File: src/rtl/comparator_max_tracker.sv
// Streaming max tracker: consumes 2-bit samples per frame and reports max, first index and length.
// Optional min tracking is enabled by defining COMPARATOR_MAX_TRACKER_MIN_EN.

module comparator_greater_than_structural (
    input  logic [1:0] a_i,
    input  logic [1:0] b_i,
    output logic       gt_o
);
    logic msb_gt;
    logic msb_eq;
    logic lsb_gt;

    assign msb_gt = a_i[1] & ~b_i[1];
    assign msb_eq = ~(a_i[1] ^ b_i[1]);
    assign lsb_gt = a_i[0] & ~b_i[0];
    assign gt_o   = msb_gt | (msb_eq & lsb_gt);
endmodule

module comparator_max_tracker #(
    parameter int FRAME_LEN = 8,
    parameter int IDX_W     = 3
) (
    input  logic             clk_i,
    input  logic             reset_i,
    input  logic             in_valid_i,
    output logic             in_ready_o,
    input  logic [1:0]       in_data_i,
    input  logic             in_last_i,
    output logic             out_valid_o,
    input  logic             out_ready_i,
    output logic [1:0]       out_max_o,
    output logic [IDX_W-1:0] out_idx_o,
`ifdef COMPARATOR_MAX_TRACKER_MIN_EN
    output logic [1:0]       out_min_o,
    output logic [IDX_W-1:0] out_min_idx_o,
`endif
    output logic [IDX_W:0]   out_len_o
);
    // state | meaning
    // ACCUM | accepting samples of the current frame
    // HOLD  | frame result presented, waiting for consumer
    typedef enum logic {ACCUM = 1'b0, HOLD = 1'b1} state_t;

    localparam logic [IDX_W:0] LAST_CNT = (IDX_W+1)'(FRAME_LEN - 1);

    state_t           state_q;
    logic [IDX_W:0]   count_q;
    logic [1:0]       max_q, max_d;
    logic [IDX_W-1:0] idx_q, idx_d;
    logic [1:0]       out_max_q;
    logic [IDX_W-1:0] out_idx_q;
    logic [IDX_W:0]   out_len_q;
    logic             accept;
    logic             frame_end;
    logic             max_gt;

    assign in_ready_o  = (state_q == ACCUM);
    assign out_valid_o = (state_q == HOLD);
    assign accept      = in_valid_i & (state_q == ACCUM);
    assign frame_end   = in_last_i | (count_q == LAST_CNT);
    assign out_max_o   = out_max_q;
    assign out_idx_o   = out_idx_q;
    assign out_len_o   = out_len_q;

    comparator_greater_than_structural u_cmp_max (
        .a_i  (in_data_i),
        .b_i  (max_q),
        .gt_o (max_gt)
    );

    // First sample of a frame seeds the running value regardless of the comparator.
    always_comb begin
        max_d = max_q;
        idx_d = idx_q;
        if (count_q == '0) begin
            max_d = in_data_i;
            idx_d = '0;
        end else if (max_gt) begin
            max_d = in_data_i;
            idx_d = count_q[IDX_W-1:0];
        end
    end

`ifdef COMPARATOR_MAX_TRACKER_MIN_EN
    logic [1:0]       min_q, min_d;
    logic [IDX_W-1:0] min_idx_q, min_idx_d;
    logic [1:0]       out_min_q;
    logic [IDX_W-1:0] out_min_idx_q;
    logic             min_gt;

    assign out_min_o     = out_min_q;
    assign out_min_idx_o = out_min_idx_q;

    comparator_greater_than_structural u_cmp_min (
        .a_i  (min_q),
        .b_i  (in_data_i),
        .gt_o (min_gt)
    );

    always_comb begin
        min_d     = min_q;
        min_idx_d = min_idx_q;
        if (count_q == '0) begin
            min_d     = in_data_i;
            min_idx_d = '0;
        end else if (min_gt) begin
            min_d     = in_data_i;
            min_idx_d = count_q[IDX_W-1:0];
        end
    end

    always_ff @(posedge clk_i or posedge reset_i) begin
        if (reset_i) begin
            min_q         <= '0;
            min_idx_q     <= '0;
            out_min_q     <= '0;
            out_min_idx_q <= '0;
        end else if (accept) begin
            min_q     <= min_d;
            min_idx_q <= min_idx_d;
            if (frame_end) begin
                out_min_q     <= min_d;
                out_min_idx_q <= min_idx_d;
            end
        end
    end
`endif

    always_ff @(posedge clk_i or posedge reset_i) begin
        if (reset_i) begin
            state_q   <= ACCUM;
            count_q   <= '0;
            max_q     <= '0;
            idx_q     <= '0;
            out_max_q <= '0;
            out_idx_q <= '0;
            out_len_q <= '0;
        end else begin
            case (state_q)
                ACCUM: begin
                    if (accept) begin
                        max_q   <= max_d;
                        idx_q   <= idx_d;
                        count_q <= count_q + 1'b1;
                        if (frame_end) begin
                            out_max_q <= max_d;
                            out_idx_q <= idx_d;
                            out_len_q <= count_q + 1'b1;
                            state_q   <= HOLD;
                        end
                    end
                end
                HOLD: begin
                    if (out_ready_i) begin
                        count_q <= '0;
                        state_q <= ACCUM;
                    end
                end
                default: state_q <= ACCUM;
            endcase
        end
    end
endmodule

File: config.mk
export PLATFORM = sky130hd
export DESIGN_NAME = comparator_max_tracker
export DESIGN_NICKNAME = d
export VERILOG_FILES = /design/src/rtl/comparator_max_tracker.sv
export SDC_FILE = /design/constraint.sdc
export NUM_CORES = 1
export LEC_CHECK = 0
export CORE_MARGIN = 4
export CORE_UTILIZATION = 33
export CTS_BUF_LIST = sky130_fd_sc_hd__clkbuf_4 sky130_fd_sc_hd__clkbuf_8 sky130_fd_sc_hd__clkbuf_16
export CTS_CLUSTER_SIZE = 28
export DETAILED_ROUTE_END_ITERATION = 7
export PLACE_DENSITY = 0.62
export SLEW_MARGIN = 20
export SYNTH_ARGS = -nofsm -noshare
export SYNTH_HDL_FRONTEND = slang
export SYNTH_SLANG_ARGS = --single-unit
File: constraint.sdc
create_clock -name clk_i -period 3.96 [get_ports clk_i]
set_clock_uncertainty 0.2 [all_clocks]
set_input_delay 1.188 -clock clk_i [delete_from_list [all_inputs] [get_ports clk_i]]
set_output_delay 1.188 -clock clk_i [all_outputs]
set_load 0.03 [all_outputs]
==> impl_metrics.json, run 1 <==
{
  "status": "completed",
  "power.density_nw_per_um2": 741,
  "vias_per_cell": 5.03,
  "grtUsageTotal": 0.117,
  "hold_end": "out_len_o[0]$_DFFE_PP0P_",
  "routed_wl_um": 1880,
  "ctsResizeCount": 0,
  "vdd_ir_drop_max_uv": 341,
  "r2r_slack_ps": 1680,
  "drcViolationCount": 0,
  "synth_nets": 105,
  "rsz0062_at_grt": "false",
  "power.internal_uw": 520,
  "min-delay-start": "out_len_o[0]$_DFFE_PP0P_",
  "maxCapViolCount": 0,
  "fin_crit_ps": 3000,
  "r2r-start": "count_q[0]$_DFFE_PP0P_",
  "worstPathRequired_ps": 2570,
  "synthCells": 95,
  "combPwrFrac": 0.495,
  "multi_input_area_um2": 445,
  "antenna_cells": 0,
  "setup_viol": 0,
  "port_buffers": 17,
  "path_max_fanout": 9,
  "fp-row-count": 19,
  "synth.avg_cell_area_um2": 10.1,
  "p_switching_uw": 356,
  "area_growth_pct": 23.0,
  "relSlewSlack": 0.362,
  "hold_buffers": 0,
  "ys_ff_latch": 19,
  "worst_r2r_endpoint": "out_valid_o$_DFF_PP0_",
  "grt_pass1_wl_um": 3330,
  "route.antenna.remaining_nets": 0,
  "yosysWarnings": 0,
  "instances_no_fill": 143,
  "gr-total-overflow": 0,
  "path_clk_slew_ps": 100,
  "hp-class": "flip-flop to flip-flop",
  "slowest_stage": "clkdlybuf4s50_1",
  "dieArea_um2": 3840,
  "crit_path_end_kind": "output pin",
  "hold_depth": 2,
  "critPathKind": "flip-flop to output pin",
  "core_um2": 2780,
  "crit_buf_inv": 2,
  "root_buffer": "clkbuf_4",
  "ff_latch_area_um2": 475,
  "die_y_um": 62.0,
  "startpoint_type": "flip-flop",
  "hpwl_um": 1470,
  "min_period_over_period": 0.757,
  "clock_power_share": 0.118,
  "dp_cells": 139,
  "fmax_mhz": 334,
  "fin_setup_tns_ps": 0,
  "cts_tree": "done",
  "cts_made_buffers": 3,
  "drive_gt1_frac": 0.107,
  "critPathArrivalTime_ps": 1610,
  "antenna_found_initial": 0,
  "p_leak_nw": 0.534,
  "yosysUniqueCellTypes": 26,
  "gp_congestion": 0.854,
  "cts.path.max_buffers": 2,
  "initial_utilization": 0.345,
  "hold_viol": 0,
  "worstMarginPinSlew_ps": 948,
  "slew_violations": 0,
  "critPathTopFamily": "buffers and inverters",
  "postCtsSetupBuffers": 0,
  "die_x_um": 62.0,
  "first_iter_violations": 13,
  "seqPwrFrac": 0.387,
  "yosysSeqAreaShare": 0.495,
  "slowest_delay_ps": 690,
  "io_pins": 18,
  "worstRegToRegCells": 4,
  "swShare": 0.406,
  "clock_sinks": 19,
  "synth_area_um2": 961,
  "clk_latency_ps": 290,
  "dr.pass1.iters": 4,
  "fin_nets": 123,
  "wl_per_cell_um": 13.1,
  "num_vias": 719,
  "critical_path.cell_chain": "inv_1, clkdlybuf4s50_1",
  "grt_max_degree": 20,
  "nFillCells": 281,
  "cts-htree-levels": 1,
  "grt_pass1_vias": 729
}
through the flow:
| stage | utilization | setup slack, ps | total power [mW] | hold slack [ps] | instance area [um2] |
|---|---|---|---|---|---|
| floorplan | - | 1480 | 0.638 | 266 | 961 |
| global placement | 0.414 | 990 | 0.773 | 264 | 1150 |
| detailed placement | 0.414 | 910 | 0.783 | 275 | 1150 |
| CTS | 0.425 | 957 | 0.889 | 299 | 1180 |
| global route | 0.425 | 863 | 0.945 | 325 | 1180 |
| finish | 0.425 | 964 | 0.876 | 292 | 1180 |
routing by layer:
metal,vias up,wire length [um],part of all wire,global-route usage
met5,-,0,0,0
li1,360,-,-,-
met2,20,927,0.49,0.180
met3,4,82,0.044,0.0227
met4,0,27,0.014,0.0576
met1,335,837,0.45,0.158
flip-flops by register name, indices dropped and copies added (netlist names):
signal / count
out_len_o: 4
out_max_o: 2
out_valid_o: 1
out_idx_o: 3
count_q: 4
idx_q: 3
max_q: 2
tightest hold or removal path: stages (launching register included):
cell and delay [ps]:
dfrtp_1 350, nand2_1 50, o21ai_0 60
cells by family (layout without fill, tap and decap cells):
family,Yosys count,in the layout,synth area share
AND/OR/NAND/NOR,28,28,0.173
AO/OA/AOI/OAI,27,27,0.161
flip-flops,19,19,0.495
buffers and inverters,10,27,0.0417
multiplexers,5,5,0.0625
adder cells (fa/ha/maj),3,3,0.0391
XOR/XNOR,3,3,0.0273
power groups by stage:
stage                     registers, mW  clock network (mW)  logic (mW)
after floorplan                   0.404                   0       0.235
after global routing              0.354               0.116       0.475
final                             0.339               0.103       0.434
after CTS                         0.340               0.109       0.440
after detailed placement          0.344                   0       0.439
after global placement            0.340                   0       0.433
synthesized netlist by cell type:
library cell / count / area share
nand2_4: 1 / 0.012
xnor2_1: 3 / 0.027
o22ai_1: 2 / 0.013
and3b_1: 1 / 0.0091
nor3b_2: 1 / 0.013
or3b_4: 1 / 0.012
and2_1: 1 / 0.0065
and3_1: 1 / 0.0065
nand2_1: 15 / 0.059
ha_1: 3 / 0.039
clkbuf_1: 2 / 0.0078
nor2_1: 4 / 0.016
buf_2: 2 / 0.010
a21oi_1: 8 / 0.042
inv_1: 6 / 0.023
a22o_1: 3 / 0.027
o21ai_0: 10 / 0.052
nand3b_2: 1 / 0.012
o21a_1: 1 / 0.0078
mux2_4: 2 / 0.031
dfrtp_1: 19 / 0.49
and2b_4: 1 / 0.010
mux2i_1: 3 / 0.031
a32oi_1: 1 / 0.0091
nand3_4: 1 / 0.018
o21ai_1: 2 / 0.010
layout make-up:
type / instances / share of cell area
flip-flops and latches: 19 / 0.402
multi-input cells: 66 / 0.377
repair buffers: 17 / 0.144
well taps: 31 / 0.0328
clock buffers: 4 / 0.0254
inverters: 6 / 0.0190
placed cells by master, fill, tap and decap left out, drive strengths merged:
cell type | synthesis | layout
ha | 3 | 3
nor3b | 1 | 1
nand2 | 16 | 16
clkbuf | 2 | 4
o21a | 1 | 1
a22o | 3 | 3
inv | 6 | 6
dfrtp | 19 | 19
nand3b | 1 | 1
a32oi | 1 | 1
o22ai | 2 | 2
a21oi | 8 | 8
and3 | 1 | 1
nor2 | 4 | 4
mux2 | 2 | 2
clkdlybuf4s50 | 0 | 17
and2 | 1 | 1
and3b | 1 | 1
or3b | 1 | 1
xnor2 | 3 | 3
o21ai | 12 | 12
mux2i | 3 | 3
nand3 | 1 | 1
and2b | 1 | 1
worst max-delay path by stage:
stage                     startpoint                        to  slack, ps  depth (start not counted)
6_report       out_valid_o$_DFF_PP0_                in_ready_o        960                          2
3_5_place_dp              in_valid_i  out_len_o[2]$_DFFE_PP0P_        910                          5
2_1_floorplan           in_data_i[1]      idx_q[0]$_DFFE_PP0P_       1480                          6
4_1_cts        out_valid_o$_DFF_PP0_                in_ready_o        960                          2
3_3_place_gp              in_valid_i  out_len_o[2]$_DFFE_PP0P_        990                          5
5_1_grt        out_valid_o$_DFF_PP0_                in_ready_o        860                          2
Power figures use the tool's default switching activity.
==> inputs of run 2 (changes only) <==
Clock period 3.96 ns to 3.1 ns, I/O delays scaled along.
==> run 2 against run 1 <==
  * Register-to-register slack got worse by 560 ps
  * Flip-flop and latch count did not move
  * Clock power rose by 24%
  * Routed wire length rose by 3.4%
  * Die area did not move
  * Cell count rose by 1.4%
  * Sequential power rose by 28%
  * Largest cell class unchanged
  * Highest routed layer unchanged
==> impl_metrics.json, run 2 (synthesized netlist as in run 1, its figures left out) <==
{
  "hold_buffers": 0,
  "fin_nets": 125,
  "startpoint_type": "flip-flop",
  "setup_viol": 0,
  "wl_per_cell_um": 13.4,
  "hold_ws_ps": 295,
  "io_pins": 18,
  "fp-row-count": 19,
  "gp_congestion": 0.816,
  "hold_viol": 0,
  "crit_path_end_kind": "output pin",
  "grt_pass1_vias": 701,
  "grt_pass1_wl_um": 3310,
  "clock_power_share": 0.115,
  "swShare": 0.413,
  "hpwl_um": 1450,
  "p_switching_uw": 461,
  "rsz0062_at_grt": "false",
  "power.density_nw_per_um2": 933,
  "die_x_um": 62.0,
  "instances_no_fill": 145,
  "critPathKind": "flip-flop to output pin",
  "initial_utilization": 0.345,
  "grtUsageTotal": 0.118,
  "cts-htree-levels": 1,
  "routed_wl_um": 1940,
  "ctsResizeCount": 0,
  "power.internal_uw": 654,
  "path_clk_slew_ps": 110,
  "clock_sinks": 19,
  "dr.pass1.iters": 4,
  "worstPathRequired_ps": 1970,
  "die_y_um": 62.0,
  "fmax_mhz": 367,
  "area_growth_pct": 24.3,
  "utilization": 0.430,
  "path_max_fanout": 9,
  "vias_per_cell": 4.82,
  "seqPwrFrac": 0.388,
  "fin_crit_ps": 2720,
  "grt_max_degree": 20,
  "p_leak_nw": 0.542,
  "num_vias": 699,
  "first_iter_violations": 11,
  "dieArea_um2": 3840,
  "hp-class": "flip-flop to flip-flop",
  "antenna_cells": 0,
  "drive_gt1_frac": 0.123,
  "final_common_cell": "dfrtp_1",
  "cts_tree": "done",
  "relSlewSlack": 0.502,
  "vdd_ir_drop_max_uv": 425,
  "cts_made_buffers": 3,
  "maxCapViolCount": 0,
  "min_period_over_period": 0.878,
  "drcViolationCount": 0,
  "critPathArrivalTime_ps": 1590,
  "port_buffers": 17,
  "dp_cells": 141,
  "root_buffer": "clkbuf_4",
  "core_um2": 2780,
  "route.antenna.remaining_nets": 0,
  "status": "completed",
  "clk_latency_ps": 300,
  "layout_common_cells": "dfrtp_1 (19), clkdlybuf4s50_1 (17), nand2_1 (15)",
  "combPwrFrac": 0.497,
  "fin_setup_tns_ps": 0,
  "gr-total-overflow": 0,
  "antenna_found_initial": 0,
  "cts.path.max_buffers": 2,
  "nFillCells": 293,
  "slew_violations": 0,
  "worstMarginPinSlew_ps": 746,
  "postCtsSetupBuffers": 0
}
## run 2: power groups by stage
stage	sequential [mW]	combinational (mW)	clock [mW]
after global routing	0.449	0.609	0.144
after detailed placement	0.439	0.559	0
final	0.433	0.555	0.128
after global placement	0.433	0.552	0
after floorplan	0.516	0.300	0
after CTS	0.433	0.562	0.133
## run 2: critical path, cell delays in order (launching register included)
cell,delay (ps)
dfrtp_1,480
inv_1,130
clkdlybuf4s50_1,680
## run 2: layout make-up
| class | instances | area, um2 | area share |
|---|---|---|---|
| Clock buffer | 3 | 22.5 | 0.0188 |
| Timing Repair Buffer | 19 | 185 | 0.155 |
| Inverter | 6 | 22.5 | 0.0188 |
| Multi-Input combinational cell | 66 | 445 | 0.373 |
| Clock inverter | 1 | 5.00 | 0.00419 |
| Sequential cell | 19 | 475 | 0.398 |
| Tap cell | 31 | 38.8 | 0.0325 |
## run 2: per-stage QoR
stage	cell area [um2]	total power, mW	worst slack (ps)
2_1_floorplan	961	0.816	881
3_3_place_gp	1170	0.986	425
3_5_place_dp	1170	0.998	383
4_1_cts	1190	1.13	361
5_1_grt	1190	1.20	259
6_report	1190	1.11	379
## run 2: path summary, 6_finish.rpt
path / depth (start not counted) / start / slack [ps] / endpoint
max: 2 / out_valid_o$_DFF_PP0_ / 380 / in_ready_o
min: 2 / out_len_o[1]$_DFFE_PP0P_ / 290 / out_len_o[1]$_DFFE_PP0P_
max reg2reg: 6 / count_q[0]$_DFFE_PP0P_ / 1120 / max_q[0]$_DFFE_PP0P_
min reg2reg: 2 / out_len_o[1]$_DFFE_PP0P_ / 290 / out_len_o[1]$_DFFE_PP0P_
max in group asynchronous: 2 / reset_i / 1390 / count_q[2]$_DFFE_PP0P_
min in group asynchronous: 2 / reset_i / 840 / out_len_o[0]$_DFFE_PP0P_
## run 2: layer usage
| layer | GRT usage | part of all wire | up-vias |
|---|---|---|---|
| met5 | 0 | 0 | - |
| met4 | 0.0455 | 0.015 | 0 |
| met3 | 0.0269 | 0.043 | 5 |
| met2 | 0.180 | 0.45 | 13 |
| met1 | 0.162 | 0.50 | 317 |
| li1 | - | - | 364 |
==> inputs of run 3 (changes only) <==
Settings changed: GPL_ROUTABILITY_DRIVEN set to 0, SKIP_LAST_GASP set to 1.
Clock period 3.1 ns to 3.2 ns, I/O delays scaled along.
==> results of run 3 <==
The final DEF is identical to that of run 1. Status: completed.
Main changes from that run: setup slack after placement 910 ps -> 378 ps; setup slack after layout 964 ps -> 432 ps; register-to-register setup slack 1680 ps -> 920 ps; total power 0.876 mW -> 1.08 mW; worst IR drop on VDD 341 uV -> 422 uV
